## config.mk

```make
export PLATFORM = sky130hd
export DESIGN_NAME = fir_stream_conv_flat
export DESIGN_NICKNAME = d
export VERILOG_FILES = /design/src/rtl/fir_stream_conv_pkg.sv /design/src/rtl/fir_stream_conv_if.sv /design/src/rtl/fir_stream_conv_round_sat.sv /design/src/rtl/fir_stream_conv.sv /design/src/flat_wrapper.sv
export SDC_FILE = /design/constraint.sdc
export NUM_CORES = 2
export LEC_CHECK = 0
export ABC_AREA = 1
export CAP_MARGIN = 20
export CORE_MARGIN = 2
export CORE_UTILIZATION = 50
export CTS_CLUSTER_SIZE = 12
export DETAILED_ROUTE_END_ITERATION = 10
export GPL_TIMING_DRIVEN = 0
export PLACE_DENSITY = 0.66
export SYNTH_ARGS = -nofsm -noshare
export SYNTH_HDL_FRONTEND = slang
export SYNTH_SLANG_ARGS = --single-unit
```

## constraint.sdc

```tcl
create_clock -name clk -period 12.5 [get_ports clk]
set_clock_uncertainty 0.1 [all_clocks]
set_input_delay 1.875 -clock clk [delete_from_list [all_inputs] [get_ports clk]]
set_output_delay 1.875 -clock clk [all_outputs]
set_load 0.01 [all_outputs]
```

## src/rtl/fir_stream_conv_pkg.sv

```systemverilog
// Shared types and helpers for the streaming FIR convolver.
package fir_stream_conv_pkg;

    // Control states of the time-shared MAC sequencer.
    typedef enum logic [2:0] {
        ST_IDLE  = 3'd0,
        ST_WAIT  = 3'd1,
        ST_MAC   = 3'd2,
        ST_OUT   = 3'd3,
        ST_FLUSH = 3'd4
    } state_t;

    // Accumulator width that can hold the sum of taps full-precision products without overflow.
    function automatic int acc_width(input int dw, input int cw, input int taps);
        return dw + cw + $clog2(taps);
    endfunction

    // Width of the rounding/saturation working value: one guard bit above the accumulator.
    function automatic int round_width(input int aw);
        return aw + 1;
    endfunction

endpackage

```

## src/rtl/fir_stream_conv_if.sv

```systemverilog
// Sample-in / result-out stream bundle of the FIR convolver.
// The slave modport is the convolver's view; master is the source/sink side.
interface fir_stream_conv_if #(
    parameter int DATA_W = 16,
    parameter int OUT_W  = 16
);
    logic                     s_valid;
    logic                     s_ready;
    logic signed [DATA_W-1:0] s_data;
    logic                     s_last;
    logic                     m_valid;
    logic                     m_ready;
    logic signed [OUT_W-1:0]  m_data;
    logic                     m_last;
    logic                     m_sat;

    modport slave (
        input  s_valid, s_data, s_last, m_ready,
        output s_ready, m_valid, m_data, m_last, m_sat
    );

    modport master (
        output s_valid, s_data, s_last, m_ready,
        input  s_ready, m_valid, m_data, m_last, m_sat
    );
endinterface

```

## src/rtl/fir_stream_conv_round_sat.sv

```systemverilog
// Round-half-up, arithmetic shift and saturate an accumulator to the output width.
module fir_stream_conv_round_sat
    import fir_stream_conv_pkg::*;
#(
    parameter int ACC_W     = 34,
    parameter int OUT_W     = 16,
    parameter int FRAC_BITS = 15
) (
    input  logic signed [ACC_W-1:0] acc,
    output logic signed [OUT_W-1:0] data_out,
    output logic                    sat
);
    localparam int EW = round_width(ACC_W);
    localparam logic signed [EW-1:0] RND_C = {{(EW-FRAC_BITS){1'b0}}, 1'b1, {(FRAC_BITS-1){1'b0}}};
    localparam logic signed [EW-1:0] MAX_C = {{(EW-OUT_W+1){1'b0}}, {(OUT_W-1){1'b1}}};
    localparam logic signed [EW-1:0] MIN_C = {{(EW-OUT_W+1){1'b1}}, {(OUT_W-1){1'b0}}};

    logic signed [EW-1:0] rounded_s;
    logic signed [EW-1:0] shifted_s;

    // Add half an LSB, drop fraction bits, clip into the signed output range.
    always_comb begin
        rounded_s = $signed({acc[ACC_W-1], acc}) + RND_C;
        shifted_s = rounded_s >>> FRAC_BITS;
        if (shifted_s > MAX_C) begin
            data_out = MAX_C[OUT_W-1:0];
            sat      = 1'b1;
        end else if (shifted_s < MIN_C) begin
            data_out = MIN_C[OUT_W-1:0];
            sat      = 1'b1;
        end else begin
            data_out = shifted_s[OUT_W-1:0];
            sat      = 1'b0;
        end
    end
endmodule

```

## src/rtl/fir_stream_conv.sv

```systemverilog
// Streaming full linear convolution y[n] = sum_k h[k]*x[n-k] with one time-shared MAC,
// runtime-loadable coefficients and an automatic zero-flush tail of TAPS-1 outputs.
module fir_stream_conv
    import fir_stream_conv_pkg::*;
#(
    parameter  int DATA_W    = 16,
    parameter  int COEF_W    = 16,
    parameter  int TAPS      = 20,
    parameter  int OUT_W     = 16,
    parameter  int FRAC_BITS = 15,
    localparam int ACC_W     = acc_width(DATA_W, COEF_W, TAPS),
    localparam int AW        = $clog2(TAPS)
) (
    input  logic                     clk,
    input  logic                     rst_n,
    input  logic                     coef_we,
    input  logic [AW-1:0]            coef_addr,
    input  logic signed [COEF_W-1:0] coef_data,
    output logic                     coef_err,
    fir_stream_conv_if.slave         bus,
    output logic                     busy,
    output logic                     done
);
    localparam int PW = DATA_W + COEF_W;
    localparam logic [AW-1:0] LAST_TAP = AW'(TAPS - 1);
    localparam logic [AW:0]   TAPS_C   = (AW + 1)'(TAPS);

    logic signed [COEF_W-1:0] coef_r  [TAPS];
    logic signed [DATA_W-1:0] dline_r [TAPS];
    logic [AW-1:0]            tap_cnt_r;
    logic [AW-1:0]            flush_cnt_r;
    logic signed [ACC_W-1:0]  acc_r;
    state_t                   state_r;
    logic                     last_seen_r;
    logic                     s_ready_r;
    logic                     m_valid_r;
    logic signed [OUT_W-1:0]  m_data_r;
    logic                     m_last_r;
    logic                     m_sat_r;
    logic                     busy_r;
    logic                     done_r;
    logic                     coef_err_r;

    logic                     coef_ok_s;
    logic signed [PW-1:0]     prod_s;
    logic signed [OUT_W-1:0]  rs_data_s;
    logic                     rs_sat_s;

    // Writes are only legal while idle and for an existing tap.
    always_comb begin
        coef_ok_s = (state_r == ST_IDLE) && ({1'b0, coef_addr} < TAPS_C);
    end

    // Full-precision product of the tap currently addressed by the MAC counter.
    always_comb begin
        prod_s = coef_r[tap_cnt_r] * dline_r[tap_cnt_r];
    end

    fir_stream_conv_round_sat #(
        .ACC_W     (ACC_W),
        .OUT_W     (OUT_W),
        .FRAC_BITS (FRAC_BITS)
    ) u_round_sat (
        .acc      (acc_r),
        .data_out (rs_data_s),
        .sat      (rs_sat_s)
    );

    // Coefficient register file and the one-cycle reject pulse.
    always_ff @(posedge clk or negedge rst_n) begin
        if (!rst_n) begin
            for (int i = 0; i < TAPS; i++) begin
                coef_r[i] <= {COEF_W{1'b0}};
            end
            coef_err_r <= 1'b0;
        end else begin
            coef_err_r <= coef_we & ~coef_ok_s;
            if (coef_we && coef_ok_s) begin
                coef_r[coef_addr] <= coef_data;
            end
        end
    end

    // Sequencer: accept/shift, TAPS-cycle MAC, output hold, zero-flush tail.
    always_ff @(posedge clk or negedge rst_n) begin
        if (!rst_n) begin
            state_r     <= ST_IDLE;
            for (int i = 0; i < TAPS; i++) begin
                dline_r[i] <= {DATA_W{1'b0}};
            end
            tap_cnt_r   <= {AW{1'b0}};
            flush_cnt_r <= {AW{1'b0}};
            acc_r       <= {ACC_W{1'b0}};
            last_seen_r <= 1'b0;
            s_ready_r   <= 1'b1;
            m_valid_r   <= 1'b0;
            m_data_r    <= {OUT_W{1'b0}};
            m_last_r    <= 1'b0;
            m_sat_r     <= 1'b0;
            busy_r      <= 1'b0;
            done_r      <= 1'b0;
        end else begin
            done_r <= 1'b0;
            case (state_r)
                ST_IDLE, ST_WAIT: begin
                    if (bus.s_valid) begin
                        // A new frame starts from an all-zero history.
                        for (int i = TAPS - 1; i > 0; i--) begin
                            dline_r[i] <= (state_r == ST_IDLE) ? {DATA_W{1'b0}} : dline_r[i-1];
                        end
                        dline_r[0] <= bus.s_data;
                        if (state_r == ST_IDLE) begin
                            flush_cnt_r <= {AW{1'b0}};
                        end
                        last_seen_r <= bus.s_last;
                        acc_r       <= {ACC_W{1'b0}};
                        tap_cnt_r   <= {AW{1'b0}};
                        state_r     <= ST_MAC;
                        s_ready_r   <= 1'b0;
                        busy_r      <= 1'b1;
                    end
                end
                ST_MAC: begin
                    acc_r     <= acc_r + ACC_W'(prod_s);
                    tap_cnt_r <= tap_cnt_r + AW'(1'b1);
                    if (tap_cnt_r == LAST_TAP) begin
                        state_r <= ST_OUT;
                    end
                end
                ST_OUT: begin
                    if (!m_valid_r) begin
                        m_data_r  <= rs_data_s;
                        m_sat_r   <= rs_sat_s;
                        m_last_r  <= last_seen_r && (flush_cnt_r == LAST_TAP);
                        m_valid_r <= 1'b1;
                    end else if (bus.m_ready) begin
                        m_valid_r <= 1'b0;
                        if (m_last_r) begin
                            m_last_r  <= 1'b0;
                            state_r   <= ST_IDLE;
                            s_ready_r <= 1'b1;
                            busy_r    <= 1'b0;
                            done_r    <= 1'b1;
                        end else if (last_seen_r) begin
                            state_r <= ST_FLUSH;
                        end else begin
                            state_r   <= ST_WAIT;
                            s_ready_r <= 1'b1;
                        end
                    end
                end
                ST_FLUSH: begin
                    for (int i = TAPS - 1; i > 0; i--) begin
                        dline_r[i] <= dline_r[i-1];
                    end
                    dline_r[0]  <= {DATA_W{1'b0}};
                    flush_cnt_r <= flush_cnt_r + AW'(1'b1);
                    acc_r       <= {ACC_W{1'b0}};
                    tap_cnt_r   <= {AW{1'b0}};
                    state_r     <= ST_MAC;
                end
                default: begin
                    state_r   <= ST_IDLE;
                    s_ready_r <= 1'b1;
                    m_valid_r <= 1'b0;
                    busy_r    <= 1'b0;
                end
            endcase
        end
    end

    assign bus.s_ready = s_ready_r;
    assign bus.m_valid = m_valid_r;
    assign bus.m_data  = m_data_r;
    assign bus.m_last  = m_last_r;
    assign bus.m_sat   = m_sat_r;
    assign busy        = busy_r;
    assign done        = done_r;
    assign coef_err    = coef_err_r;
endmodule

```

## src/flat_wrapper.sv

```systemverilog
// flat-port wrapper written by rule: the top's interface ports become plain ports
module fir_stream_conv_flat import fir_stream_conv_pkg::*;
#(
    parameter  int DATA_W    = 16,
    parameter  int COEF_W    = 16,
    parameter  int TAPS      = 20,
    parameter  int OUT_W     = 16,
    parameter  int FRAC_BITS = 15,
    localparam int ACC_W     = acc_width(DATA_W, COEF_W, TAPS),
    localparam int AW        = $clog2(TAPS)
)
  (clk, rst_n, coef_we, coef_addr, coef_data, coef_err, busy, done, bus_s_valid, bus_s_data, bus_s_last, bus_m_ready, bus_s_ready, bus_m_valid, bus_m_data, bus_m_last, bus_m_sat);
  fir_stream_conv_if #(.DATA_W(DATA_W), .OUT_W(OUT_W)) bus_i ();
  input  logic clk;
  input  logic rst_n;
  input  logic coef_we;
  input  logic [AW-1:0] coef_addr;
  input  logic signed [COEF_W-1:0] coef_data;
  output logic coef_err;
  output logic busy;
  output logic done;
  input wire logic [$bits(bus_i.s_valid)-1:0] bus_s_valid;
  input wire logic [$bits(bus_i.s_data)-1:0] bus_s_data;
  input wire logic [$bits(bus_i.s_last)-1:0] bus_s_last;
  input wire logic [$bits(bus_i.m_ready)-1:0] bus_m_ready;
  output wire logic [$bits(bus_i.s_ready)-1:0] bus_s_ready;
  output wire logic [$bits(bus_i.m_valid)-1:0] bus_m_valid;
  output wire logic [$bits(bus_i.m_data)-1:0] bus_m_data;
  output wire logic [$bits(bus_i.m_last)-1:0] bus_m_last;
  output wire logic [$bits(bus_i.m_sat)-1:0] bus_m_sat;
  assign bus_i.s_valid = bus_s_valid;
  assign bus_i.s_data = bus_s_data;
  assign bus_i.s_last = bus_s_last;
  assign bus_i.m_ready = bus_m_ready;
  assign bus_s_ready = bus_i.s_ready;
  assign bus_m_valid = bus_i.m_valid;
  assign bus_m_data = bus_i.m_data;
  assign bus_m_last = bus_i.m_last;
  assign bus_m_sat = bus_i.m_sat;
  fir_stream_conv #(.DATA_W(DATA_W), .COEF_W(COEF_W), .TAPS(TAPS), .OUT_W(OUT_W), .FRAC_BITS(FRAC_BITS)) u_core (.clk(clk), .rst_n(rst_n), .coef_we(coef_we), .coef_addr(coef_addr), .coef_data(coef_data), .coef_err(coef_err), .bus(bus_i), .busy(busy), .done(done));
endmodule
```

==> metrics.txt <==
wirelength, routed 160,900 um; Layout area overhead 10.91%; DR DRC count 0; Slew Limit Fails 0; sequential share of the synthesized area roughly two fifths; Buf/Inv on CP 10; Die Wd between 300 and 400 um; HPWL after DPL about 120,000 um; post-synth top area share between 30% and 40%; PortBufs 65; CORE AREA 91,520 um2; CTS tree yes; hold path start u_core.coef_r[210]; Post-Syn Area per Cell between 8 and 9 um2; clock-pin slew on the worst setup and hold paths 0.06 ns; Final setup viols 0; initial antenna violation count 3; CP endpoint kind flop; post-CTS sizing 0; final worst path period need 9.001 ns; status finished, final reports clean; Die Ht 307.8 um; headroom to the max-slew limit 26.95%; synthesized net count 6,189; yosys synthesis warning count 0; CTS Sinks 714; period utilization 72.00%; ratio of cells with drive above 1 in the final layout 6.406%; Yosys reg bits 714; postcts setup bufs 0; fin nets 6,346; num ports 66; synth unique cells 52; drt first pass iters 6; largest net degree at the start of global routing 103; RSZ-0062 raised after global routing no; Avg WL per Cell 22.60 um; Top Usage Layer GRT met2; top area cells in the synthesized netlist dfrtp_1 39%, fa_1 14%, nand2_1 10%; number of global-route vias before repair 40,571; first-pass GRT wire length 246,800 um; Startpoint Class flop; sum of negative setup slack 0 ns; Tot GR Track Use 34.47%; Final Util 55.91%; global route overflow 0; Detailed Route Iter0 Violations about 5,100; commonest cells after routing, fill and taps aside 1,226 x nand2_1, 810 x o21ai_0, 768 x inv_1; Least-Margin Pin Slew 1.096 ns; Max Cap Viol 0; die area approximately 95,000 um2; DR vias 41,796; EDFF count, synth 0; cells after synthesis roughly 5,700; GR Util met2 50.81%; M3 GR Usage 7.845%; Worst-Skew Late Latency 0.69 ns; Mapped Area 46,140 um2; Core Rows between 100 and 150; Final WS setup 3.499 ns; WP data required around 13 ns; Largest delay share family, worst path adder cells; Synth Flop Type dfrtp_1; Critical R2R Launch u_core.tap_cnt_r[0]; Post-DRT Antenna Nets 0; gpl congestion slightly below 1; Setup CP Type flop to flop; vias per inst 5.870; most common cell after layout, fill and taps aside nand2_1; Initial Util 50.41%; Hold Worst Slack between 0.3 and 0.4 ns; Peak Freq 0.1111 GHz; FFs w/ async S/R, synth 100.0%; critical path fanouts, max 10; Final Hold Fails 0; Worst Path Arrival between 9 and 10 ns; Num CTS Buffers 81; clk root buf clkbuf_16; # H-tree levels 3; Bufs on Longest Clock Path 3; Worst Hold Class flop to flop; cell accounting for the most synthesized area dfrtp_1; met1 usage roughly half; Max stage delay on crit path approximately 0.90 ns; Post-Place Worst Slack 3.722 ns; crit path launch u_core.tap_cnt_r[0]; slowest stage cell on the critical path fa_1; CTS Hold Buffers Added 0
==> kinds of logic after synthesis <==
kind of cell | synth area share, %
DFF | 38.73
adders and majority gates | 16.83
buffers and inverters | 10.28
AOI/OAI and AO/OA | 14.29
xor gates and xnor gates | 0.4556
and+or+nand+nor | 19.42
==> cell usage after synthesis, drive strengths merged, types with 8 or more instances <==
| cell | number |
|---|---|
| xor2 | 16 |
| a21oi | 250 |
| clkbuf | 203 |
| xnor2 | 8 |
| fa | 318 |
| ha | 112 |
| buf | 176 |
| nor2 | 303 |
| inv | 777 |
| nor3 | 23 |
| o21ai | 881 |
| nand4 | 12 |
| o22ai | 82 |
| dfrtp | 713 |
| nand3 | 543 |
| nand2 | 1256 |
==> flip-flops by register name, indices dropped and copies added, names as in the netlist, 3 cells and up <==
signal,flops
u_core.dline_r,320
u_core.state_r,3
u_core.bus.m_data,16
u_core.acc_r,37
u_core.flush_cnt_r,5
u_core.coef_r,320
u_core.tap_cnt_r,5
==> stage by stage <==
stage	cells	instance area, um2
final	7120	51170
after global routing	7118	51170
after CTS	7117	51150
after detailed placement	6975	48490
after global placement	6967	48270
after floorplan	5716	46140
==> layer usage <==
metal	up-vias	routed length (um)
met1	20574	67490
met2	2272	69510
li1	18571	-
met4	2	6239
met3	377	17640
met5	-	17
==> area by class of cell <==
type,count,area (um2)
clock buffer,120,2364
fill,8600,40350
antenna,2,5.005
buffer,379,1817
tap,1186,1484
inverter,778,2925
multi-input combinational,3845,23530
clock inverter,22,301.5
sequential,714,17870
timing repair buffer,74,878.3
==> final timing paths <==
| path | to | slack [ns] | depth (start not counted) |
|---|---|---|---|
| worst max register to register | u_core.acc_r[36] | 3.50 | 33 |
| worst min-delay path | u_core.coef_r[210] | 0.38 | 2 |
| max in group asynchronous | u_core.dline_r[29] | 9.69 | 3 |
| worst max-delay path | u_core.acc_r[36] | 3.50 | 33 |
| worst min register to register | u_core.coef_r[210] | 0.38 | 2 |
| min in group asynchronous | u_core.coef_r[229] | 1.11 | 1 |
==> tightest hold or removal path, stage by stage (launching register included) <==
cell     delay (ns)
dfrtp_1        0.33
nand2_1        0.05
o21ai_0        0.06
Power is left out: the tool's default activity adds up to more than one toggle a clock period on the data nets, which glitch-free logic cannot reach.
